--- src/rtl/sram_scan_ctrl.sv ---
// Scan-chain SRAM test controller: serial chain load, launch/capture FSM, burst stepping.
// Optional read-data compare is built when SCAN_CMP_EN is defined; otherwise err_o is tied low.
//
// state   | meaning
// IDLE    | chain shiftable, waiting for a launch edge
// ISSUE   | chip selects asserted for one cycle
// WAIT    | read latency down-count
// CAPTURE | read data folded into chain, burst step
// DONE    | one-cycle completion pulse
module sram_scan_ctrl #(
  parameter int ADDR_W   = 16,
  parameter int DATA_W   = 32,
  parameter int MASK_W   = 4,
  parameter int SEL_W    = 4,
  parameter int BURST_W  = 4,
  parameter int READ_LAT = 1
) (
  input  logic              wb_clk_i,
  input  logic              wb_rst_i,
  input  logic              scan_en_i,
  input  logic              scan_in_i,
  output logic              scan_out_o,
  input  logic              launch_i,
  output logic              busy_o,
  output logic              done_o,
  output logic              err_o,
  output logic [SEL_W-1:0]  sel_o,
  output logic              csb0_o,
  output logic              web0_o,
  output logic [MASK_W-1:0] wmask0_o,
  output logic [ADDR_W-1:0] addr0_o,
  output logic [DATA_W-1:0] din0_o,
  input  logic [DATA_W-1:0] dout0_i,
  output logic              csb1_o,
  output logic              web1_o,
  output logic [MASK_W-1:0] wmask1_o,
  output logic [ADDR_W-1:0] addr1_o,
  output logic [DATA_W-1:0] din1_o,
  input  logic [DATA_W-1:0] dout1_i
);

  localparam int PW  = ADDR_W + DATA_W + 2 + MASK_W;
  localparam int L   = BURST_W + SEL_W + 2 * PW;
  localparam int P1  = 0;
  localparam int P0  = PW;
  localparam int WM  = 0;
  localparam int WE  = MASK_W;
  localparam int CS  = MASK_W + 1;
  localparam int DI  = MASK_W + 2;
  localparam int AD  = MASK_W + 2 + DATA_W;
  localparam int SL  = 2 * PW;
  localparam int BUR = 2 * PW + SEL_W;
  localparam int WCW = (READ_LAT > 1) ? $clog2(READ_LAT) : 1;
  localparam logic [WCW-1:0] CNT_LOAD = WCW'((READ_LAT > 0) ? READ_LAT - 1 : 0);

  typedef enum logic [2:0] {
    S_IDLE,
    S_ISSUE,
    S_WAIT,
    S_CAPTURE,
    S_DONE
  } state_t;

  state_t         state_q, state_d;
  logic [L-1:0]   chain_q, chain_d;
  logic [WCW-1:0] cnt_q, cnt_d;
  logic           launch_q;
  logic           launch_go;
  logic           rd0, rd1;

  assign launch_go  = (state_q == S_IDLE) && !scan_en_i && launch_i && !launch_q;
  assign rd0        = !chain_q[P0+CS] && chain_q[P0+WE];
  assign rd1        = !chain_q[P1+CS] && chain_q[P1+WE];
  assign scan_out_o = chain_q[L-1];

  always_comb begin
    state_d = state_q;
    chain_d = chain_q;
    cnt_d   = cnt_q;
    case (state_q)
      S_IDLE: begin
        if (scan_en_i) chain_d = {chain_q[L-2:0], scan_in_i};
        else if (launch_go) state_d = S_ISSUE;
      end
      S_ISSUE: begin
        if (READ_LAT == 0) begin
          state_d = S_CAPTURE;
        end else begin
          state_d = S_WAIT;
          cnt_d   = CNT_LOAD;
        end
      end
      S_WAIT: begin
        if (cnt_q == '0) state_d = S_CAPTURE;
        else cnt_d = cnt_q - 1'b1;
      end
      S_CAPTURE: begin
        if (rd0) chain_d[P0+DI +: DATA_W] = dout0_i;
        if (rd1) chain_d[P1+DI +: DATA_W] = dout1_i;
        // inactive ports keep their fields; only selected ports walk forward
        if (chain_q[BUR +: BURST_W] != '0) begin
          chain_d[BUR +: BURST_W] = chain_q[BUR +: BURST_W] - 1'b1;
          if (!chain_q[P0+CS]) chain_d[P0+AD +: ADDR_W] = chain_q[P0+AD +: ADDR_W] + 1'b1;
          if (!chain_q[P1+CS]) chain_d[P1+AD +: ADDR_W] = chain_q[P1+AD +: ADDR_W] + 1'b1;
          state_d = S_ISSUE;
        end else begin
          state_d = S_DONE;
        end
      end
      S_DONE:  state_d = S_IDLE;
      default: state_d = S_IDLE;
    endcase
  end

  always_ff @(posedge wb_clk_i) begin
    if (wb_rst_i) begin
      state_q  <= S_IDLE;
      chain_q  <= '0;
      cnt_q    <= '0;
      launch_q <= 1'b0;
      busy_o   <= 1'b0;
      done_o   <= 1'b0;
      sel_o    <= '0;
      csb0_o   <= 1'b1;
      web0_o   <= 1'b1;
      wmask0_o <= '0;
      addr0_o  <= '0;
      din0_o   <= '0;
      csb1_o   <= 1'b1;
      web1_o   <= 1'b1;
      wmask1_o <= '0;
      addr1_o  <= '0;
      din1_o   <= '0;
    end else begin
      state_q  <= state_d;
      chain_q  <= chain_d;
      cnt_q    <= cnt_d;
      launch_q <= launch_i;
      busy_o   <= (state_d != S_IDLE);
      done_o   <= (state_d == S_DONE);
      csb0_o   <= 1'b1;
      csb1_o   <= 1'b1;
      // port outputs are loaded from the post-step chain so burst beats see the new address
      if (state_d == S_ISSUE) begin
        sel_o    <= chain_d[SL +: SEL_W];
        csb0_o   <= chain_d[P0+CS];
        web0_o   <= chain_d[P0+WE];
        wmask0_o <= chain_d[P0+WM +: MASK_W];
        addr0_o  <= chain_d[P0+AD +: ADDR_W];
        din0_o   <= chain_d[P0+DI +: DATA_W];
        csb1_o   <= chain_d[P1+CS];
        web1_o   <= chain_d[P1+WE];
        wmask1_o <= chain_d[P1+WM +: MASK_W];
        addr1_o  <= chain_d[P1+AD +: ADDR_W];
        din1_o   <= chain_d[P1+DI +: DATA_W];
      end
    end
  end

`ifdef SCAN_CMP_EN
  logic [DATA_W-1:0] exp0_q, exp1_q;
  logic              err_q;
  logic              mismatch;

  assign mismatch = (state_q == S_CAPTURE) &&
                    ((rd0 && (dout0_i != exp0_q)) || (rd1 && (dout1_i != exp1_q)));

  always_ff @(posedge wb_clk_i) begin
    if (wb_rst_i) begin
      exp0_q <= '0;
      exp1_q <= '0;
      err_q  <= 1'b0;
    end else if (launch_go) begin
      exp0_q <= chain_q[P0+DI +: DATA_W];
      exp1_q <= chain_q[P1+DI +: DATA_W];
      err_q  <= 1'b0;
    end else if (mismatch) begin
      err_q  <= 1'b1;
    end
  end

  assign err_o = err_q;
`else
  assign err_o = 1'b0;
`endif

endmodule
--- config.mk ---
export PLATFORM = sky130hd
export DESIGN_NAME = sram_scan_ctrl
export DESIGN_NICKNAME = d
export VERILOG_FILES = /design/src/rtl/sram_scan_ctrl.sv
export SDC_FILE = /design/constraint.sdc
export NUM_CORES = 1
export LEC_CHECK = 0
export CORE_UTILIZATION = 45
export CTS_CLUSTER_SIZE = 14
export DETAILED_ROUTE_END_ITERATION = 10
export HOLD_SLACK_MARGIN = 0.15
export PLACE_DENSITY_LB_ADDON = 0.25
export SLEW_MARGIN = 0
export SYNTH_ARGS = -nofsm -noshare
export SYNTH_HDL_FRONTEND = slang
export SYNTH_SLANG_ARGS = --single-unit
--- constraint.sdc ---
create_clock -name wb_clk_i -period 3.1 [get_ports wb_clk_i]
set_clock_uncertainty 0.2 [all_clocks]
set_input_delay 0.775 -clock wb_clk_i [delete_from_list [all_inputs] [get_ports wb_clk_i]]
set_output_delay 0.775 -clock wb_clk_i [all_outputs]
set_load 0.03 [all_outputs]
---- Word-level counts from Yosys, hierarchy flattened ----
Index checks and enable logic that the tools add are counted.
word-level totals
  flip-flop bits (word level) ............. 235
cells by class
  muxes and demuxes ....................... 21
  eq/ne operators ......................... 7
  reduce and logical (&&, ||, !) cells .... 16
  bitwise operators ....................... 1
  add/sub/neg operators ................... 4
operator list
  operator                                                             count
  48-bit one-hot mux with 2 select lines                               2
  116-bit 2-to-1 mux                                                   1
  16-bit 2-to-1 mux                                                    4
  32-bit 2-to-1 mux                                                    2
  16-bit by 1-bit adder with 16-bit output (second input constant)     2
  3-bit 2-to-1 mux                                                     4
  6-bit 2-to-1 mux                                                     2
  3-bit one-hot mux with 4 select lines                                1
  4-bit 2-to-1 mux                                                     2
  4-bit one-hot mux with 2 select lines                                1
  3-bit by 1-bit == test with 1-bit output (second input constant)     2
  3-bit by 2-bit == test with 1-bit output (second input constant)     2
  1-bit logical AND                                                    5
  1-bit logical NOT                                                    4
  2-bit inequality test (second input constant)                        2
  2-bit nonzero test                                                   2
  4-bit nonzero test                                                   1
  4-bit by 1-bit subtractor with 4-bit output (second input constant)  1
  3-bit == test (second input constant)                                1
  3-bit logical NOT                                                    1
  3-bit AND reduction                                                  1
  3-bit nonzero test                                                   1
  1-bit one-hot mux with 2 select lines                                1
  2-bit OR reduction                                                   1
  other kinds (3)                                                      3

---- Longest topological paths before layout ----
  depth after elaboration ................. 10
  depth in mapped cells ................... 9
  mapped depth without buffers ............ 6

---- Worst setup path after synthesis ----
No wires, ideal clock.
  path kind ............................... input -> register
  start ................................... input scan_en_i
  end ..................................... register addr0_o[6]
  data required time ...................... 2.809 ns
  slack ................................... 0.729 ns
  cell stages on the path ................. 6
  arrival time ............................ 2.080 ns
  buffers on the path ..................... 2
  cells stage by stage .................... clkbuf_1 -> nor2b_1 -> o21bai_1 -> buf_2 -> a21oi_1 -> a311oi_1
on the way
  cells in the longest elaborated chain, start to end .. 8
  elaborated cells between the ends (all ways) .. 10
  classes of those cells .................. eq/ne (1); mux (5); reduce/logical (4)
RTL lines
  what                                      RTL line  text
  start: declaration                        20        input logic scan_en_i,
  1-bit logical NOT                         71        assign launch_go = (state_q == S_IDLE) && !scan_en_i && launch_i && !launch_q;
  1-bit logical AND (3 in series)           71
  3-bit 2-to-1 mux                          83        else if (launch_go) state_d = S_ISSUE;
  3-bit 2-to-1 mux                          82        if (scan_en_i) chain_d = {chain_q[L-2:0], scan_in_i};
  3-bit one-hot mux with 4 select lines     80        case (state_q)
  3-bit by 1-bit == test with 1-bit output  144       if (state_d == S_ISSUE) begin
  end signal: assignment                    149       addr0_o <= chain_d[P0+AD +: ADDR_W];
  end: declaration                          31        output logic [ADDR_W-1:0] addr0_o,
Parallel ways exist; a longest one is shown, timed or not. The select of a mux whose other input is x is not followed.
A chain may end at the register's enable or synchronous reset.

---- Final worst setup path ----
  start ................................... register chain_q[115]
  end ..................................... output scan_out_o
RTL lines
  what                      RTL line  text
  start: declaration        65        logic [L-1:0] chain_q, chain_d;
  start signal: assignment  136       chain_q <= chain_d;
  end: declaration          22        output logic scan_out_o,
No word-level cell between the ends.

==> summary by stage <==
STA
The count of endpoints failing setup in the final report is 0. Setup repair after global routing left no endpoint under its margin. The final hold slack is 286 ps. The final period demand of the worst path is around 2600 ps.

After routing, the total negative slack on setup checks comes to 0 ps. Static timing analysis puts the maximum clock frequency at 378 MHz. The headroom to the max-slew limit is slightly above 60%. The final max-slew violation count was 0. The transition time at the pin with the least slew margin is between 500 and 600 ps. The hold violation count in the final report is 0. The portion of the clock cycle consumed by the worst path in the final layout is a little under nine tenths.

Setup slack closes at approximately 460 ps.

CTS
The total clock buffers created by CTS is 25. At the later pin of the worst-skew pair, clock insertion delay measures roughly 520 ps. After clock tree synthesis, the clock-pin slew on the worst setup and hold paths is 70 ps. The number of buffers added to fix hold violations after cts is 0.

The clock root buffer is sky130_fd_sc_hd__clkbuf_16. CTS built an H-tree with a depth of 1. TritonCTS built the clock tree.

The number of cells upsized or downsized after cts is 0. Counting every sink on the clock net gives 234. The maximum count of clock buffers along a single path is 3. The number of buffers inserted by post-CTS setup repair is 0.

Critical path
The delay contributed by the slowest stage of the critical path is around 730 ps. The number of cell instances on the worst register-to-register path is 6. The count of buffer and inverter cells on the critical path is 1. The critical path is of the reg2out type.

The master of the slowest instance on the critical path is sky130_fd_sc_hd__clkdlybuf4s50_1. In this run the number of cells on the critical path is 1. For the worst setup path, the data arrival time is 1670 ps. The startpoint type of the worst setup path is a flip-flop. Among cell families on the critical path, the largest total delay comes from buffers and inverters. Of all nets on the critical path, the largest fanout is 6. The worst path required time is around 2100 ps. Walking the worst path, the cells encountered are clkdlybuf4s50_1. The worst setup path is captured at a primary output.

Logic synthesis
The number of cells produced by synthesis is approximately 1000. Counting distinct cell types in the post-synthesis netlist gives 64. Synthesis inferred approximately 230 register bits.

A synthesized cell averages 9.14 sq um. Counting flops with an async set or reset pin after synthesis yields a share of 0%. The proportion of synthesized chip area in sequential cells is between 40% and 50%. When the netlist entered floorplanning its net count stood at about 1100. The main combinational cell family by area after synthesis is compound AO/OA/AOI/OAI gates. The number of warnings issued by yosys is 0.

After Yosys synthesis, full adders, half adders and majority gates account for less than 1% of the synthesized area. In this run the cell area of the synthesized design comes to about 0.0095 sq mm. The post-synthesis compound-gate area fraction is around a quarter. The primary flip-flop cell chosen by synthesis mapping is sky130_fd_sc_hd__dfxtp_1. After synthesis, the share of cell area in mux cells is under 10%. The synthesized netlist devotes between 10% and 20% of its cell area to simple gates.

The synthesized-area fraction occupied by xor and xnor cells is less than 1%. Counting flops with a built-in enable in the synthesized netlist gives 0.

Place
Buffers placed on the I/O ports in this run total roughly 180. The placer congestion estimate is between 0.8 and 0.9. The cell area reported after detailed placement is roughly 0.012 sq mm. The placed wire-length estimate after detailed placement is ~17000 um. At the placement stage, the worst setup path has a slack of between 20 and 25 ps. The cell total after placement is between 1000 and 1500.

Global route
Global routing used a little under a quarter of the available tracks across all layers. The number of antenna violations at the first check in global routing is 0. After global routing the overflow that remains totals 0. The pin count of the biggest net entering global routing is ~110. The via count of the first global-routing pass is approximately 8200. The global-route wire length before repair is ~43000 um.

Cells and area
The repair_antennas step left the layout with diodes totalling 0. The fill cell total of the finished layout is between 1500 and 2000. In the final design database the tool counted about 1300 nets. The final non-filler cell total is about 1500.

Compared with the post-synthesis result, the final layout area differs by 32.2%. Once layout is done, the placed cells without fillers occupy approximately 0.013 sq mm. The combined flip-flop and latch cell area is between 0.004 and 0.005 sq mm. The multi-input combinational cells in the finished layout cover a total of roughly 0.0044 sq mm. The layout cell share with drive strength beyond 1 is roughly 8%.

Floorplanning
The core region is a little over 0.02 sq mm. approximately 190 I/O pins were placed. The overall die height is about 150 um. The die outline area is 0.0218 sq mm.

The chip width is ~150 um. Once the floorplan was initialized, standard cells occupied 46.5% of the core. The number of standard-cell rows in the floorplan is 52.

Route
Detailed routing inserted a total of between 8000 and 9000 vias. In the routed design, unresolved DRC markers number 0. After detailed routing, the average wire length per cell comes to 17.9 um.

The number of search-and-repair iterations in the first detailed-routing pass is 9. Using the TritonRoute via totals, the vias-per-cell ratio works out to about 5.9. For this block, the routed nets add up to approximately 26000 um of wire.

Once detail routing completed, the nets flagged for antenna violations numbered 0. The detailed router finished its first iteration with around 800 violations.

Hold path
The worst hold path passes through 2 cells. The tightest min-delay check is of the reg2reg type.

Flow run
Across the run, the number of max-cap violations was 0.

Power and ir drop
The analysis attributes to cell leakage a power of between 0.004 and 0.005 uW. The maximum vdd ir drop is approximately 0.00036 V. The power density over the cells is between 600 and 700 mW/mm^2.

Run status
The run finished with clean final reports.
Yosys cell counts (all sizes together) (2+ instances only):
| cell | number | area (sq um) |
|---|---|---|
| nor3 | 12 | 60.1 |
| a311oi | 28 | 264 |
| mux2i | 20 | 200 |
| nand3b | 12 | 90.1 |
| clkbuf | 89 | 334 |
| a211oi | 81 | 608 |
| or3b | 2 | 17.5 |
| ha | 3 | 37.5 |
| nor4 | 19 | 125 |
| or3 | 5 | 31.3 |
| mux2 | 3 | 33.8 |
| a22oi | 2 | 15.0 |
| a32o | 15 | 150 |
| o311ai | 2 | 17.5 |
| nor2 | 211 | 792 |
| and2 | 4 | 25.0 |
| a222oi | 64 | 641 |
| o41ai | 3 | 26.3 |
| dfxtp | 234 | 4680 |
| a31oi | 15 | 93.8 |
| nand2b | 3 | 18.8 |
| o21ai | 14 | 70.1 |
| nor4b | 2 | 32.5 |
| o311a | 3 | 30.0 |
| nor2b | 4 | 25.0 |
| o31a | 8 | 70.1 |
| inv | 11 | 41.3 |
| a221oi | 2 | 17.5 |
| nand4b | 3 | 26.3 |
| nor3b | 4 | 30.0 |
| nand2 | 27 | 101 |
| o21bai | 4 | 30.0 |
| o211ai | 3 | 22.5 |
| a21oi | 47 | 235 |
| or4 | 6 | 56.3 |
| buf | 22 | 104 |
| nand3 | 15 | 80.1 |
| a32oi | 2 | 17.5 |
| and3 | 8 | 50.1 |
| nand4 | 9 | 56.3 |
| a21o | 4 | 30.0 |
| o31ai | 4 | 30.0 |
placed cells by master, fill, tap and decap left out, types with 4 or more instances in the layout:
master                            netlist  layout
sky130_fd_sc_hd__nand3b_1              12      12
sky130_fd_sc_hd__nor3_1                12      12
sky130_fd_sc_hd__nand3_1               14      14
sky130_fd_sc_hd__o31a_1                 8       8
sky130_fd_sc_hd__o21ai_0               14      14
sky130_fd_sc_hd__nor2_1               211     211
sky130_fd_sc_hd__a211oi_1              81      81
sky130_fd_sc_hd__clkinv_2               0       5
sky130_fd_sc_hd__nor2b_1                4       4
sky130_fd_sc_hd__inv_1                 11      11
sky130_fd_sc_hd__clkbuf_8               0       6
sky130_fd_sc_hd__bufinv_16              0       4
sky130_fd_sc_hd__a31oi_1               15      15
sky130_fd_sc_hd__o21bai_1               4       4
sky130_fd_sc_hd__clkdlybuf4s50_1        0     182
sky130_fd_sc_hd__clkbuf_16              0      25
sky130_fd_sc_hd__nand4_1                9       9
sky130_fd_sc_hd__a21o_1                 4       4
sky130_fd_sc_hd__o31ai_1                4       4
sky130_fd_sc_hd__nand2_1               27      27
sky130_fd_sc_hd__a222oi_1              64      64
sky130_fd_sc_hd__buf_12                 0       9
sky130_fd_sc_hd__or3_1                  5       5
sky130_fd_sc_hd__mux2i_1               20      20
sky130_fd_sc_hd__buf_4                  1      35
sky130_fd_sc_hd__and3_1                 8       8
sky130_fd_sc_hd__a21oi_1               47      47
sky130_fd_sc_hd__dfxtp_1              234     234
sky130_fd_sc_hd__a32o_1                15      14
sky130_fd_sc_hd__nor4_1                18      18
sky130_fd_sc_hd__and2_1                 4       4
sky130_fd_sc_hd__a311oi_1              25      25
stage by stage:
step / total power [uW] / utilization [%]
finish: 7610 / 61.5
global route: 7920 / 61.5
CTS: 7680 / 61.5
detailed placement: 4540 / 57.2
global placement: 4530 / 57.2
floorplan: 3990 / -
final cells by class:
type / count / area share (%)
well taps: 270 / 2.68
multi-input cells: 686 / 34.8
flip-flops and latches: 234 / 37.2
repair buffers: 227 / 18.1
inverters: 12 / 0.358
clock inverters: 10 / 1.22
clock buffers: 34 / 5.71
logic make-up (layout without fill, tap and decap cells):
group                      count (synthesis)  after routing
AOI/OAI and AO/OA                        308            308
xor gates and xnor gates                   2              2
adders and majority gates                  3              3
buffers and inverters                    123            283
DFF                                      234            234
muxes                                     23             23
other                                      1              1
and+or+nand+nor                          349            349
metal layers:
| metal | part of all wire [%] | GRT usage, % |
|---|---|---|
| met4 | 1.5 | 6.24 |
| met2 | 46 | 38.2 |
| met1 | 44 | 32.2 |
| met5 | 0 | 0 |
| met3 | 8.2 | 6.02 |
power by group:
| group | internal, uW | total [uW] | switching (uW) |
|---|---|---|---|
| Sequential | 3140 | 3230 | 84.1 |
| Combinational | 503 | 1250 | 752 |
| Clock | 1950 | 3130 | 1180 |
| Total | 5590 | 7610 | 2020 |
sequential cells by signal (all words and copies together) (netlist names):
name      cells
addr0_o      16
wmask0_o      4
busy_o        1
csb0_o        1
web1_o        1
din1_o       32
web0_o        1
sel_o         4
state_q       3
addr1_o      16
wmask1_o      4
launch_q      1
csb1_o        1
chain_q     116
done_o        1
din0_o       32
worst paths after layout:
check                    start  slack [ps]           to
hold / removal     chain_q[37]         290  chain_q[38]
setup / recovery  chain_q[115]         460   scan_out_o
setup reg to reg  chain_q[112]         490   addr0_o[8]
hold reg to reg    chain_q[37]         290  chain_q[38]
worst register-to-register path, cell delays in order (launching register included):
cell and delay, ps:
sky130_fd_sc_hd__dfxtp_1 370, sky130_fd_sc_hd__inv_1 90, sky130_fd_sc_hd__ha_1 240, sky130_fd_sc_hd__nor3b_2 180
sky130_fd_sc_hd__or4_1 700, sky130_fd_sc_hd__mux2_1 410, sky130_fd_sc_hd__a311oi_1 330
Note: power is estimated with default switching activity, not from simulation.
